File: src/rtl/clk_freq_meter_if.sv
// clk_freq_meter_if
//   Bundles the monitored input and the measurement results of clk_freq_meter.
//   master : the meter (samples mon_in, drives the results)
//   slave  : the supervising logic (drives mon_in, reads the results)
//   Signals:
//     mon_in        monitored slow clock / tick, asynchronous to the system clock
//     period        last measured period in system-clock cycles
//     period_valid  one-cycle pulse when period is updated
//     locked        run of consecutive in-tolerance periods seen
//     fault         monitored signal has stopped toggling
interface clk_freq_meter_if #(
    parameter int unsigned PERIOD_W = 20
);
    logic                mon_in;
    logic [PERIOD_W-1:0] period;
    logic                period_valid;
    logic                locked;
    logic                fault;

    modport master (
        input  mon_in,
        output period,
        output period_valid,
        output locked,
        output fault
    );

    modport slave (
        output mon_in,
        input  period,
        input  period_valid,
        input  locked,
        input  fault
    );
endinterface

File: src/rtl/clk_freq_meter.sv
// clk_freq_meter
//   Measures the period of a slow asynchronous clock/tick in clk_in_100M cycles,
//   reports every complete period, asserts lock after LOCK_CNT consecutive
//   in-tolerance periods and raises a fault when the input stops toggling.
//   Ports:
//     clk_in_100M  system clock, all logic on its rising edge
//     rst_n        asynchronous active-low reset
//     bus          clk_freq_meter_if.master (mon_in in; period, period_valid,
//                  locked, fault out)
module clk_freq_meter #(
    parameter int unsigned PERIOD_W   = 20,
    parameter int unsigned EXP_PERIOD = 100000,
    parameter int unsigned TOL        = 100,
    parameter int unsigned LOCK_CNT   = 4,
    parameter int unsigned TIMEOUT    = 200000
) (
    input  logic              clk_in_100M,
    input  logic              rst_n,
    clk_freq_meter_if.master  bus
);
    typedef longint unsigned u64_t;

    // Window bounds are resolved at elaboration in 64 bits so that
    // EXP_PERIOD +/- TOL can neither wrap nor underflow.
    localparam u64_t LO_L  = (EXP_PERIOD > TOL) ? u64_t'(EXP_PERIOD) - u64_t'(TOL) : u64_t'(0);
    localparam u64_t HI_L  = u64_t'(EXP_PERIOD) + u64_t'(TOL);
    localparam u64_t MAX_L = (u64_t'(1) << PERIOD_W) - u64_t'(1);

    localparam logic [PERIOD_W-1:0] WIN_LO    = (LO_L > MAX_L) ? {PERIOD_W{1'b1}} : PERIOD_W'(LO_L);
    localparam logic [PERIOD_W-1:0] WIN_HI    = (HI_L > MAX_L) ? {PERIOD_W{1'b1}} : PERIOD_W'(HI_L);
    localparam logic [PERIOD_W-1:0] TIMEOUT_V = PERIOD_W'(TIMEOUT);
    localparam logic [3:0]          LOCK_V    = 4'(LOCK_CNT);

    typedef enum logic [1:0] {
        ST_WAIT,
        ST_TRACK,
        ST_LOCK
    } state_t;

    state_t              state, state_nxt;
    logic                sync1, sync2, prev;
    logic                rise;
    logic [PERIOD_W-1:0] cnt;
    logic [3:0]          good_cnt, good_nxt;
    logic [PERIOD_W-1:0] period_q, period_nxt;
    logic                valid_q, valid_nxt;
    logic                locked_q, locked_nxt;
    logic                fault_q, fault_nxt;
    logic                in_win;
    logic                timeout;

    assign rise    = sync2 & ~prev;
    assign in_win  = (cnt >= WIN_LO) && (cnt <= WIN_HI);
    // A rise in the same cycle as the timeout value takes precedence.
    assign timeout = (cnt == TIMEOUT_V) && !rise;

    // Synchronizer, edge detector and free-running period counter.
    always_ff @(posedge clk_in_100M or negedge rst_n) begin
        if (!rst_n) begin
            sync1 <= 1'b0;
            sync2 <= 1'b0;
            prev  <= 1'b0;
            cnt   <= '0;
        end else begin
            sync1 <= bus.mon_in;
            sync2 <= sync1;
            prev  <= sync2;
            if (rise)
                cnt <= PERIOD_W'(1);
            else if (cnt != '1)
                cnt <= cnt + 1'b1;
        end
    end

    // State and registered outputs.
    always_ff @(posedge clk_in_100M or negedge rst_n) begin
        if (!rst_n) begin
            state    <= ST_WAIT;
            good_cnt <= '0;
            period_q <= '0;
            valid_q  <= 1'b0;
            locked_q <= 1'b0;
            fault_q  <= 1'b0;
        end else begin
            state    <= state_nxt;
            good_cnt <= good_nxt;
            period_q <= period_nxt;
            valid_q  <= valid_nxt;
            locked_q <= locked_nxt;
            fault_q  <= fault_nxt;
        end
    end

    // Next-state logic.
    always_comb begin
        state_nxt = state;
        if (rise) begin
            unique case (state)
                ST_WAIT:  state_nxt = ST_TRACK;
                ST_TRACK: if (in_win && (good_cnt == LOCK_V - 4'd1)) state_nxt = ST_LOCK;
                ST_LOCK:  if (!in_win) state_nxt = ST_TRACK;
                default:  state_nxt = ST_WAIT;
            endcase
        end else if (timeout) begin
            state_nxt = ST_WAIT;
        end
    end

    // Output / datapath next values.
    always_comb begin
        period_nxt = period_q;
        valid_nxt  = 1'b0;
        locked_nxt = locked_q;
        good_nxt   = good_cnt;
        fault_nxt  = fault_q;
        if (rise) begin
            fault_nxt = 1'b0;
            unique case (state)
                ST_WAIT: begin
                    // Partial period since reset/timeout: discarded.
                end
                ST_TRACK: begin
                    period_nxt = cnt;
                    valid_nxt  = 1'b1;
                    if (!in_win) begin
                        good_nxt = '0;
                    end else if (good_cnt == LOCK_V - 4'd1) begin
                        good_nxt   = LOCK_V;
                        locked_nxt = 1'b1;
                    end else begin
                        good_nxt = good_cnt + 4'd1;
                    end
                end
                ST_LOCK: begin
                    period_nxt = cnt;
                    valid_nxt  = 1'b1;
                    if (!in_win) begin
                        good_nxt   = '0;
                        locked_nxt = 1'b0;
                    end
                end
                default: begin
                    good_nxt   = '0;
                    locked_nxt = 1'b0;
                end
            endcase
        end else if (timeout) begin
            fault_nxt  = 1'b1;
            locked_nxt = 1'b0;
            good_nxt   = '0;
        end
    end

    assign bus.period       = period_q;
    assign bus.period_valid = valid_q;
    assign bus.locked       = locked_q;
    assign bus.fault        = fault_q;
endmodule

File: src/flat_wrapper.sv
// flat-port wrapper written by rule: the top's interface ports become plain ports
module clk_freq_meter_flat 
#(
    parameter int unsigned PERIOD_W   = 20,
    parameter int unsigned EXP_PERIOD = 100000,
    parameter int unsigned TOL        = 100,
    parameter int unsigned LOCK_CNT   = 4,
    parameter int unsigned TIMEOUT    = 200000
)
  (clk_in_100M, rst_n, bus_mon_in, bus_period, bus_period_valid, bus_locked, bus_fault);
  clk_freq_meter_if #(.PERIOD_W(PERIOD_W)) bus_i ();
  input  logic clk_in_100M;
  input  logic rst_n;
  input wire logic [$bits(bus_i.mon_in)-1:0] bus_mon_in;
  output wire logic [$bits(bus_i.period)-1:0] bus_period;
  output wire logic [$bits(bus_i.period_valid)-1:0] bus_period_valid;
  output wire logic [$bits(bus_i.locked)-1:0] bus_locked;
  output wire logic [$bits(bus_i.fault)-1:0] bus_fault;
  assign bus_i.mon_in = bus_mon_in;
  assign bus_period = bus_i.period;
  assign bus_period_valid = bus_i.period_valid;
  assign bus_locked = bus_i.locked;
  assign bus_fault = bus_i.fault;
  clk_freq_meter #(.PERIOD_W(PERIOD_W), .EXP_PERIOD(EXP_PERIOD), .TOL(TOL), .LOCK_CNT(LOCK_CNT), .TIMEOUT(TIMEOUT)) u_core (.clk_in_100M(clk_in_100M), .rst_n(rst_n), .bus(bus_i));
endmodule
File: config.mk
export PLATFORM = sky130hd
export DESIGN_NAME = clk_freq_meter_flat
export DESIGN_NICKNAME = d
export VERILOG_FILES = /design/src/rtl/clk_freq_meter_if.sv /design/src/rtl/clk_freq_meter.sv /design/src/flat_wrapper.sv
export SDC_FILE = /design/constraint.sdc
export NUM_CORES = 1
export LEC_CHECK = 0
export BUFFER_PORTS_ARGS = -buffer_cell sky130_fd_sc_hd__buf_2
export CAP_MARGIN = 15
export CORE_UTILIZATION = 42
export DETAILED_ROUTE_END_ITERATION = 8
export GPL_TIMING_DRIVEN = 0
export PLACE_DENSITY = 0.58
export SLEW_MARGIN = 20
export SYNTH_ARGS = -nofsm -noshare
export SYNTH_HDL_FRONTEND = slang
export SYNTH_SLANG_ARGS = --single-unit
File: constraint.sdc
create_clock -name clk_in_100M -period 2.6 [get_ports clk_in_100M]
set_input_delay 0.52 -clock clk_in_100M [delete_from_list [all_inputs] [get_ports clk_in_100M]]
set_output_delay 0.52 -clock clk_in_100M [all_outputs]
set_load 0.1 [all_outputs]
Word-level counts from Yosys, hierarchy flattened:

Cells that the tools add are included.

* bitwise gates (word level): 2
* order comparisons: 2
* muxes and demuxes: 23
* reductions and logical operators: 12
* equality and inequality tests: 10
* add/sub/neg operators: 2

Operators by type and width (count)
* $mux 20: 2
* $add 20x1->20 const B: 1
* $eq 20x18->1 const B: 1
* $ge 20x17->1 const B: 1
* $le 20x17->1 const B: 1
* $mux 4: 5
* $ne 20x20->1 const B: 1
* $ne 3x3->1 const B: 4
* $pmux 4 s3: 1
* $mux 1: 9
* $mux 2: 4
* $pmux 2 s3: 1
* $reduce_and 3->1: 2
* $reduce_and 5->1: 1
* $add 4x1->4 const B: 1
* $eq 4x2->1 const B: 1
* $reduce_bool 2->1: 2
* $logic_and 1x1->1: 3
* $pmux 1 s3: 1
* $eq 2x1->1 const B: 1
* $eq 2x2->1 const B: 1
* $logic_not 2->1: 1
* $ne 2x2->1 const B: 1
* $reduce_and 2->1: 1
* 4 further kinds: 4

* input port bits: 3
* logic and storage cells: 61
* output and inout port bits: 23
* register bits after elaboration: 52

Longest topological paths before layout:

Gate-level depths: netlist (run 1).

* depth after elaboration: 6
* mapped depth: 8
* gate-level depth less buffers: 8

Worst setup path before layout (run 1):

No wires, ideal clock.

* path kind: flip-flop to flip-flop
* from: register u_core.cnt[7]
* to: register u_core.state[0]
* buffers on the path: 0
* period minus slack after synthesis: 2.132 ns
* setup time: 0.126 ns
* arrival time: 2.006 ns
* cell stages (with the launch flop): 6
* slack: 0.468 ns
* data required time: 2.474 ns
* cell sequence: dfrtp_1 -> or4_4 -> nor4_4 -> a31oi_1 -> a221o_1 -> o32a_1

* word-level cells in the longest chain between the ends: 5
* elaborated cells between the ends (all ways): 10
* classes of those cells: order compare (2); eq/ne (3); reduce/logical (5)

RTL lines
* from (decl): RTL line clk_freq_meter.sv:43 `logic [PERIOD_W-1:0] cnt;`
* from (signal assigned): RTL line clk_freq_meter.sv:71 `cnt <= cnt + 1'b1;`
* $ge 20x17->1 or $le 20x17->1 (tied branches): RTL line clk_freq_meter.sv:53 `assign in_win = (cnt >= WIN_LO) && (cnt <= WIN_HI);`
* $logic_and 1x1->1: RTL line clk_freq_meter.sv:53
* $logic_and 1x1->1: RTL line clk_freq_meter.sv:100 `ST_TRACK: if (in_win && (good_cnt == LOCK_V - 4'd1)) state_nxt = ST_LOCK;`
* $ne 3x3->1 (no source line)
* $reduce_and 3->1 (no source line) (*)
* to (signal assigned): RTL line clk_freq_meter.sv:85 `state <= state_nxt;`
* to (decl): RTL line clk_freq_meter.sv:40 `state_t state, state_nxt;`

Mark *: on every way between the ends. The rest lies on a longest branch, timed or not.
A chain may end at the register's enable or synchronous reset.

Worst setup path after layout (run 1):

Same ends and word-level chain as after synthesis.

==> results.toml, run 1 <==
[cells_and_area]
area_growth_pct = 12.9
drive_above_1_share = 0.231
layout.nets = 269
diodes = 0
final_cell_mix = "dfrtp_1, nand2_1, buf_2, nor2_1, mux2_2"
final_common_cell = "dfrtp_1"
fin_cells = 332

[sta]
tns_ps = 0
finalHoldViolations = 0
finalCritPeriodShare = 0.902
fmax_mhz = 426
hold_ws_ps = 227
final-setup-viol-count = 0
timing.final.crit_period_ps = 2350
skew_ps = 2.71
final_max_slew_viol_count = 0
worst_pin_slew_ps = 653
grt_setup_unrepaired = "false"
relSlewSlack = 0.565

[synthesis]
synth.distinct_cells = 40
syn-num-nets = 237
synth_area_sq_um = 2450
seq_area_frac_synth = 0.531
synthFlopType = "dfrtp_1"
ys_async_sr_fraction = 1.00
synth_edf_count = 0
synth_top_area_cell = "dfrtp_1"
synth_top_area_share = 0.531
yosys-top-cells-area = "dfrtp_1, mux2_2, nand2_1"
ys_ff_latch = 52
ys_warn_count = 0
synth.avg_cell_area_sq_um = 10.8
syn-instance-count = 227

[grt]
grt_max_degree = 53
grt_antenna_before_repair = 0
grt.total_usage = 0.172
first_global_vias = 1716
grt.overflow.total = 0
grt_pass1_wl_mm = 8.31

[place]
place.gp.congestion = 0.785
dpl.hpwl_mm = 3.31
io_buffers = 25
place_inst = 324

[setup_path]
crit_path_start_kind = "register"
cp_max_fo = 7
worstPathRequired_ps = 2790
reg2reg_slack_ps = 250
path_class = "register to register"
rr_startpoint = "u_core.cnt[7]$_DFFE_PN0P_"
endpoint_kind = "register"
r2r_end = "u_core.state[0]$_DFFE_PN0P_"
reg2regPathDepth = 5
crit_arrival_ps = 2540

[min_path]
hold_class = "input pin to asynchronous set/reset pin"

[clocking]
cts_root_buf = "clkbuf_8"
clock_latency_ps = 300
cts_buffers = 5
cts.path.max_buffers = 2
cts_max_level = 2
post_cts_buffers = 0
tritoncts = "yes"
clock_sinks = 52
clk_pin_slew_worst_paths_ps = 90

[floorplan]
fp-row-count = 27
dieArea_sq_um = 6150
die_w_microns = 78.4
coreArea_sq_um = 5570
fp.dieH_microns = 78.4
ioPinCount = 26
start_util = 0.440

[pwr]
p_switching_uw = 679
power_leakage_nw = 1.38
internal_power_mw = 1.20
total_power_mw = 1.88
power_density_nw_per_um2 = 679
peakVddDrop_mv = 0.353
p_sw_frac = 0.362
combPwrFrac = 0.255
pwr-share-clk = 0.253
pwr-share-seq = 0.492

[run]
maxCapViolCount = 0

[drt]
drtAntennaViolNets = 0
drtIter0Drc = 95
via_per_inst = 5.17
routed_wl_mm = 4.72
drc = 0
drt-pass1-iter-count = 4
vias = 1716
avgRoutedWirePerCell_microns = 14.2

[outcome]
status = "complete, no violations"
Yosys cell counts (2+ instances only):
cell	number
a21oi_1	5
a31oi_1	4
and3_1	4
clkbuf_1	6
dfrtp_1	52
ha_1	7
inv_1	11
mux2_2	17
mux2i_1	3
nand2_1	26
nand2b_1	4
nand3_1	7
nand4_1	7
nor2_1	23
nor2b_1	4
nor3_1	4
o21ai_0	5
o22ai_1	2
xnor2_1	5
xor2_1	11
critical path, stage by stage (launching register included):
cell and delay [ps]:
dfrtp_1 470, or4_4 590, nor4_4 250, a31oi_1 170, a221o_1 390, o32a_1 360
cell families (layout without fill, tap and decap cells):
group	Yosys count	count (layout)	share of synthesized area
multiplexers	20	20	0.0904
adder cells (fa/ha/maj)	7	7	0.0357
AND/OR/NAND/NOR	91	91	0.193
buffers and inverters	18	51	0.0291
flip-flops	52	52	0.531
XOR/XNOR	16	16	0.0572
AO/OA/AOI/OAI	23	23	0.0638
worst max path at each step:
| stage | from | endpoint | cells after the start |
|---|---|---|---|
| after global placement | u_core.cnt[0]$_DFFE_PN0P_ | u_core.cnt[10]$_DFFE_PN0P_ | 7 |
| after global routing | u_core.cnt[7]$_DFFE_PN0P_ | u_core.state[0]$_DFFE_PN0P_ | 5 |
| final | u_core.cnt[7]$_DFFE_PN0P_ | u_core.state[0]$_DFFE_PN0P_ | 5 |
| after CTS | u_core.cnt[0]$_DFFE_PN0P_ | u_core.cnt[10]$_DFFE_PN0P_ | 7 |
| after floorplan | u_core.cnt[7]$_DFFE_PN0P_ | u_core.state[0]$_DFFE_PN0P_ | 5 |
| after detailed placement | u_core.cnt[6]$_DFFE_PN0P_ | u_core.cnt[10]$_DFFE_PN0P_ | 7 |
flip-flops by register name, summed over array words and instances (netlist names):
signal / cells
u_core.prev: 1
u_core.sync1: 1
u_core.cnt: 20
u_core.good_cnt: 4
u_core.bus.fault: 1
u_core.sync2: 1
u_core.bus.period: 20
u_core.state: 2
u_core.bus.period_valid: 1
u_core.bus.locked: 1
per-stage QoR:
stage	util	cell area [sq um]	setup slack [ps]
3_5_place_dp	0.479	2670	87.7
3_3_place_gp	0.478	2670	72.9
2_1_floorplan	-	2450	468
5_1_grt	0.497	2770	106
6_report	0.497	2770	254
4_1_cts	0.495	2760	70.8
metal layers:
layer  vias to the layer above  wire (microns)  track usage  share of wire
met4                         0              62       0.0500          0.013
met2                        26            2180        0.278           0.46
li1                        846               -            -              -
met3                         7             144       0.0360          0.031
met1                       837            2330        0.233           0.49
met5                         -               0            0              0
final cells by class:
class | instances | area [sq um]
clock inverter | 2 | 10.0
fill | 544 | 2810
inverter | 11 | 41.3
multi-input combinational | 157 | 1080
tap | 72 | 90.1
buffer | 7 | 30.0
sequential | 52 | 1300
timing repair buffer | 25 | 128
clock buffer | 6 | 82.6
power by group through the flow:
stage	Sequential, mW	Combinational [mW]	Clock [mW]
floorplan	1.14	0.181	0
global placement	0.940	0.478	0
detailed placement	0.942	0.482	0
CTS	0.926	0.487	0.491
global route	0.938	0.519	0.518
finish	0.924	0.480	0.475
repair_timing:
action,CTS,global route
hold buffers,0,0
endpoints found under the setup margin,0,15
gates resized for setup,0,1
Note: power is estimated with default switching activity, not from simulation.
==> run 2: changes to the inputs <==
--- a/config.mk
+++ b/config.mk
@@ -10,7 +10,8 @@
 export CORE_UTILIZATION = 42
 export DETAILED_ROUTE_END_ITERATION = 8
 export GPL_TIMING_DRIVEN = 0
-export PLACE_DENSITY = 0.58
+export PLACE_DENSITY = 0.63
+export SETUP_SLACK_MARGIN = 0.4
 export SLEW_MARGIN = 20
 export SYNTH_ARGS = -nofsm -noshare
 export SYNTH_HDL_FRONTEND = slang
==> run 2 against run 1 <==
Worst hold slack improved by 13 ps. Utilization up 1.8 points. Sequential share of layout area shrank 1.5 points. Combinational power grew 8.7%. Global-route usage rose by 0.12 points. Via count up 2.4%. Count of clock-buffer cells in the layout increased by 2. Critical endpoint unchanged. Highest routed layer unchanged.
==> results.toml, run 2 (synthesis gave the netlist of run 1 again) <==
[place]
pre_cts_ws_ps = 122
io_buffers = 25
dpl.hpwl_mm = 3.16
place.gp.congestion = 0.821
placed_area_sq_um = 2670

[cells_and_area]
diodes = 0
fillCellCount = 534
final_cell_mix = "dfrtp_1, nand2_1, buf_2, nor2_1, mux2_2"
final_common_cell = "dfrtp_1"
layout.nets = 277
area_growth_pct = 17.0
post-route-cell-area_sq_um = 2870
drive_above_1_share = 0.291

[grt]
grt.total_usage = 0.173
first_global_vias = 1719
grt_antenna_before_repair = 0
grt_max_degree = 53
grt_pass1_wl_mm = 8.24
grt.overflow.total = 0

[pwr]
peakVddDrop_mv = 0.326
power_density_nw_per_um2 = 667
power_leakage_nw = 1.44

[sta]
final-setup-viol-count = 0
fmax_mhz = 460
final_max_slew_viol_count = 0
worst_pin_slew_ps = 642
skew_ps = 5.40
worst_slack_ps = 424
timing.final.crit_period_ps = 2180
finalCritPeriodShare = 0.837
relSlewSlack = 0.572
grt_setup_unrepaired = "true"
tns_ps = 0
finalHoldViolations = 0

[clocking]
cts_root_buf = "clkbuf_8"
cts.path.max_buffers = 2
cts_max_level = 2
tritoncts = "yes"
clk_pin_slew_worst_paths_ps = 80
cts_buffers = 5
clock_latency_ps = 300
clock_sinks = 52

[drt]
vias = 1757
routed_wl_mm = 4.62
drtIter0Drc = 125
via_per_inst = 5.17
drtAntennaViolNets = 0
drc = 0
avgRoutedWirePerCell_microns = 13.6
drt-pass1-iter-count = 4

[setup_path]
worstPathRequired_ps = 2790
crit_path_start_kind = "register"
path_class = "register to register"
cp_max_fo = 7
endpoint_kind = "register"
crit_arrival_ps = 2360

[floorplan]
ioPinCount = 26
fp.dieH_microns = 78.4
die_w_microns = 78.4
fp-row-count = 27
dieArea_sq_um = 6150
coreArea_sq_um = 5570
start_util = 0.440

[min_path]
hold_class = "input pin to asynchronous set/reset pin"

[run]
maxCapViolCount = 0

[outcome]
status = "complete, no violations"
-- run 2: cell count changes in the layout (fill, tap and decap cells not counted), moves of 2 or more --
cell,previous run,this run
clkinv_2,2,0
buf_4,2,10
dfrtp_1,52,49
dfrtp_2,0,3
-- run 2: cell type report --
| type | count | area (sq um) | area share |
|---|---|---|---|
| Buffer | 7 | 31.3 | 0.0109 |
| Clock buffer | 8 | 90.1 | 0.0314 |
| Inverter | 11 | 41.3 | 0.0144 |
| Multi-Input combinational cell | 157 | 1120 | 0.391 |
| Sequential cell | 52 | 1310 | 0.455 |
| Tap cell | 72 | 90.1 | 0.0314 |
| Timing Repair Buffer | 33 | 188 | 0.0654 |
-- run 2: power by group --
| group | switching, mW | internal, mW |
|---|---|---|
| clock | 0.249 | 0.218 |
| sequential | 0.0535 | 0.869 |
| combinational | 0.378 | 0.145 |
-- run 2: worst max-delay path, stage by stage (launching register included) --
cell and delay [ps]:
dfrtp_2 420, or4_4 560, nor4_4 190, a31oi_2 160, a221o_2 390, o32a_1 340
-- run 2: per-layer routing --
metal,global-route usage,routed length (microns),part of all wire,up-vias
met5,0,0,0,-
met4,0.0722,78,0.017,0
met3,0.0384,132,0.029,5
met2,0.274,2210,0.48,28
met1,0.230,2210,0.48,865
li1,-,-,-,859
-- run 2: path summary, 6_finish.rpt --
kind / cells after the start / slack [ps] / to / from
max: 5 / 420 / u_core.state[0]$_DFFE_PN0P_ / u_core.cnt[7]$_DFFE_PN0P_
min: 1 / 240 / u_core.bus.period[17]$_DFFE_PN0P_ / rst_n
max reg2reg: 5 / 420 / u_core.state[0]$_DFFE_PN0P_ / u_core.cnt[7]$_DFFE_PN0P_
min reg2reg: 0 / 360 / u_core.sync2$_DFF_PN0_ / u_core.sync1$_DFF_PN0_
max in group asynchronous: 1 / 1900 / u_core.cnt[4]$_DFFE_PN0P_ / rst_n
min in group clk_in_100M: 1 / 320 / u_core.sync1$_DFF_PN0_ / bus_mon_in
-- run 2: metrics by stage --
stage / hold slack [ps] / utilization / total power [mW] / std cells
final: 240 / 0.514 / 1.91 / 340
after global routing: 289 / 0.514 / 2.02 / 340
after CTS: 265 / 0.502 / 1.91 / 335
after detailed placement: 339 / 0.479 / 1.42 / 324
after global placement: 334 / 0.478 / 1.42 / 324
after floorplan: 224 / - / 1.32 / 227
-- run 2: repair_timing --
item / in CTS / in global routing
hold buffers: 0 / 0
pin swaps: 1 / 3
resized for setup: 4 / 11
buffers inserted: 3 / 5
setup endpoints to repair: 24 / 22
==> run 3: changes to the inputs <==
==> constraint.sdc (replaced) <==
create_clock -name clk_in_100M -period 2.2 [get_ports clk_in_100M]
set_input_delay 0.44 -clock clk_in_100M [delete_from_list [all_inputs] [get_ports clk_in_100M]]
set_output_delay 0.44 -clock clk_in_100M [all_outputs]
set_load 0.1 [all_outputs]
==> run 3 against run 2 <==
Total power grew 31%. Count of clock-buffer cells in the layout is 1 lower. Design area up 15%. Sequential share of layout area is 5.7 points lower. Sequential cell count unchanged. Critical path type unchanged. Critical endpoint is now u_core.good_cnt[3]$_DFFE_PN0P_. Largest cell class unchanged.
==> results.toml, run 3 (synthesis gave the netlist of run 1 again) <==
[cells_and_area]
area_growth_pct = 34.0
final_common_cell = "dfrtp_1"
diodes = 0
fillCellCount = 455
final_cell_mix = "dfrtp_1, buf_2, buf_4, nor2_1, nand2_1"
drive_above_1_share = 0.462
post-route-util = 0.589
layout.nets = 302

[sta]
worst_pin_slew_ps = 652
finalHoldViolations = 0
timing.final.crit_period_ps = 2190
hold_ws_ps = 162
skew_ps = 5.96
finalCritPeriodShare = 0.994
fmax_mhz = 457
relSlewSlack = 0.565
final-setup-viol-count = 0
worst_slack_ps = 13.0
grt_setup_unrepaired = "true"
final_max_slew_viol_count = 0

[clocking]
clk_pin_slew_worst_paths_ps = 90
tritoncts = "yes"
ctsHoldBuffers = 0
cts_buffers = 5
cts_max_level = 2
cts_root_buf = "clkbuf_8"
clock_sinks = 52
clock_latency_ps = 300
cts.path.max_buffers = 2

[setup_path]
cp_max_fo = 5
worstPathRequired_ps = 2430
cp-endpoint = "u_core.good_cnt[3]$_DFFE_PN0P_"
path_class = "register to register"
reg2reg_slack_ps = 10
r2r_end = "u_core.good_cnt[3]$_DFFE_PN0P_"
rr_startpoint = "u_core.cnt[7]$_DFFE_PN0P_"
endpoint_kind = "register"
startpoint = "u_core.cnt[7]$_DFFE_PN0P_"
reg2regPathDepth = 7
crit_path_start_kind = "register"
crit_arrival_ps = 2420

[floorplan]
die_w_microns = 78.4
start_util = 0.440
coreArea_sq_um = 5570
fp-row-count = 27
fp.dieH_microns = 78.4
dieArea_sq_um = 6150
ioPinCount = 26

[grt]
grt_max_degree = 53
met3_usage = 0.0407
grt_antenna_before_repair = 0
grt.busiest_layer = "met2"
first_global_vias = 1893
grt_util_met1 = 0.256
use_met2 = 0.309
grt.overflow.total = 0
grt_pass1_wl_mm = 9.11
grt.total_usage = 0.193

[pwr]
combPwrFrac = 0.327
power_leakage_nw = 1.62
peakVddDrop_mv = 0.556
p_switching_uw = 891
pwr-share-clk = 0.233
p_sw_frac = 0.356
pwr-share-seq = 0.440
power_density_nw_per_um2 = 762
internal_power_mw = 1.61

[drt]
via_per_inst = 5.28
drtIter0Drc = 136
drt-pass1-iter-count = 4
drtAntennaViolNets = 0
vias = 1921
avgRoutedWirePerCell_microns = 15.4
routed_wl_mm = 5.62
drc = 0

[place]
place.gp.congestion = 0.775
pre_cts_ws_ps = -30.3
dpl.hpwl_mm = 3.23
io_buffers = 25

[min_path]
hold_class = "input pin to asynchronous set/reset pin"

[outcome]
status = "complete, no violations"

[run]
maxCapViolCount = 0
-- run 3: worst max-delay path, stage by stage (launching register included) --
cell     delay, ps
dfrtp_2        420
or4_4          560
o31ai_4        190
and4b_2        350
a221o_1        280
buf_4          150
a21oi_2         30
o22ai_1        140
-- run 3: power groups by stage --
stage	logic, mW	clock network (mW)	registers [mW]
floorplan	0.215	0	1.35
global placement	0.564	0	1.11
detailed placement	0.570	0	1.12
CTS	0.701	0.596	1.10
global route	0.874	0.642	1.11
finish	0.820	0.583	1.10
-- run 3: what timing repair did --
action	4_1_cts	5_1_grt
resized for setup	21	45
endpoints found under the setup margin	38	41
gates cloned	0	0
setup buffers	25	8
pin swaps	8	9
-- run 3: final cells by class --
class | instances | area (sq um) | area share
multi-input cells | 157 | 1280 | 0.390
well taps | 72 | 90.1 | 0.0274
repair buffers | 58 | 433 | 0.132
clock buffers | 7 | 96.3 | 0.0293
inverters | 11 | 41.3 | 0.0126
flip-flops and latches | 52 | 1310 | 0.398
plain buffers | 7 | 37.5 | 0.0114
-- run 3: worst min path at each step --
stage	from	endpoint	cells after the start
after CTS	rst_n	u_core.bus.fault$_DFFE_PN0P_	1
after floorplan	rst_n	u_core.bus.fault$_DFFE_PN0P_	0
after global routing	rst_n	u_core.bus.period[17]$_DFFE_PN0P_	1
after detailed placement	u_core.sync1$_DFF_PN0_	u_core.sync2$_DFF_PN0_	0
final	rst_n	u_core.bus.period[17]$_DFFE_PN0P_	1
after global placement	u_core.sync1$_DFF_PN0_	u_core.sync2$_DFF_PN0_	0
-- run 3: per-stage QoR --
step / TNS [ps] / power [mW] / instances / instance area, sq um
after detailed placement: -30.3 / 1.69 / 324 / 2690
after CTS: 0 / 2.39 / 356 / 3050
after floorplan: 0 / 1.56 / 227 / 2470
final: 0 / 2.50 / 364 / 3290
after global placement: -44.7 / 1.68 / 324 / 2690
after global routing: -178 / 2.63 / 364 / 3290
-- run 3: metal layers --
layer,share of wire,vias to the layer above
li1,-,908
met1,0.44,958
met5,0,-
met4,0.028,0
met2,0.50,41
met3,0.038,14
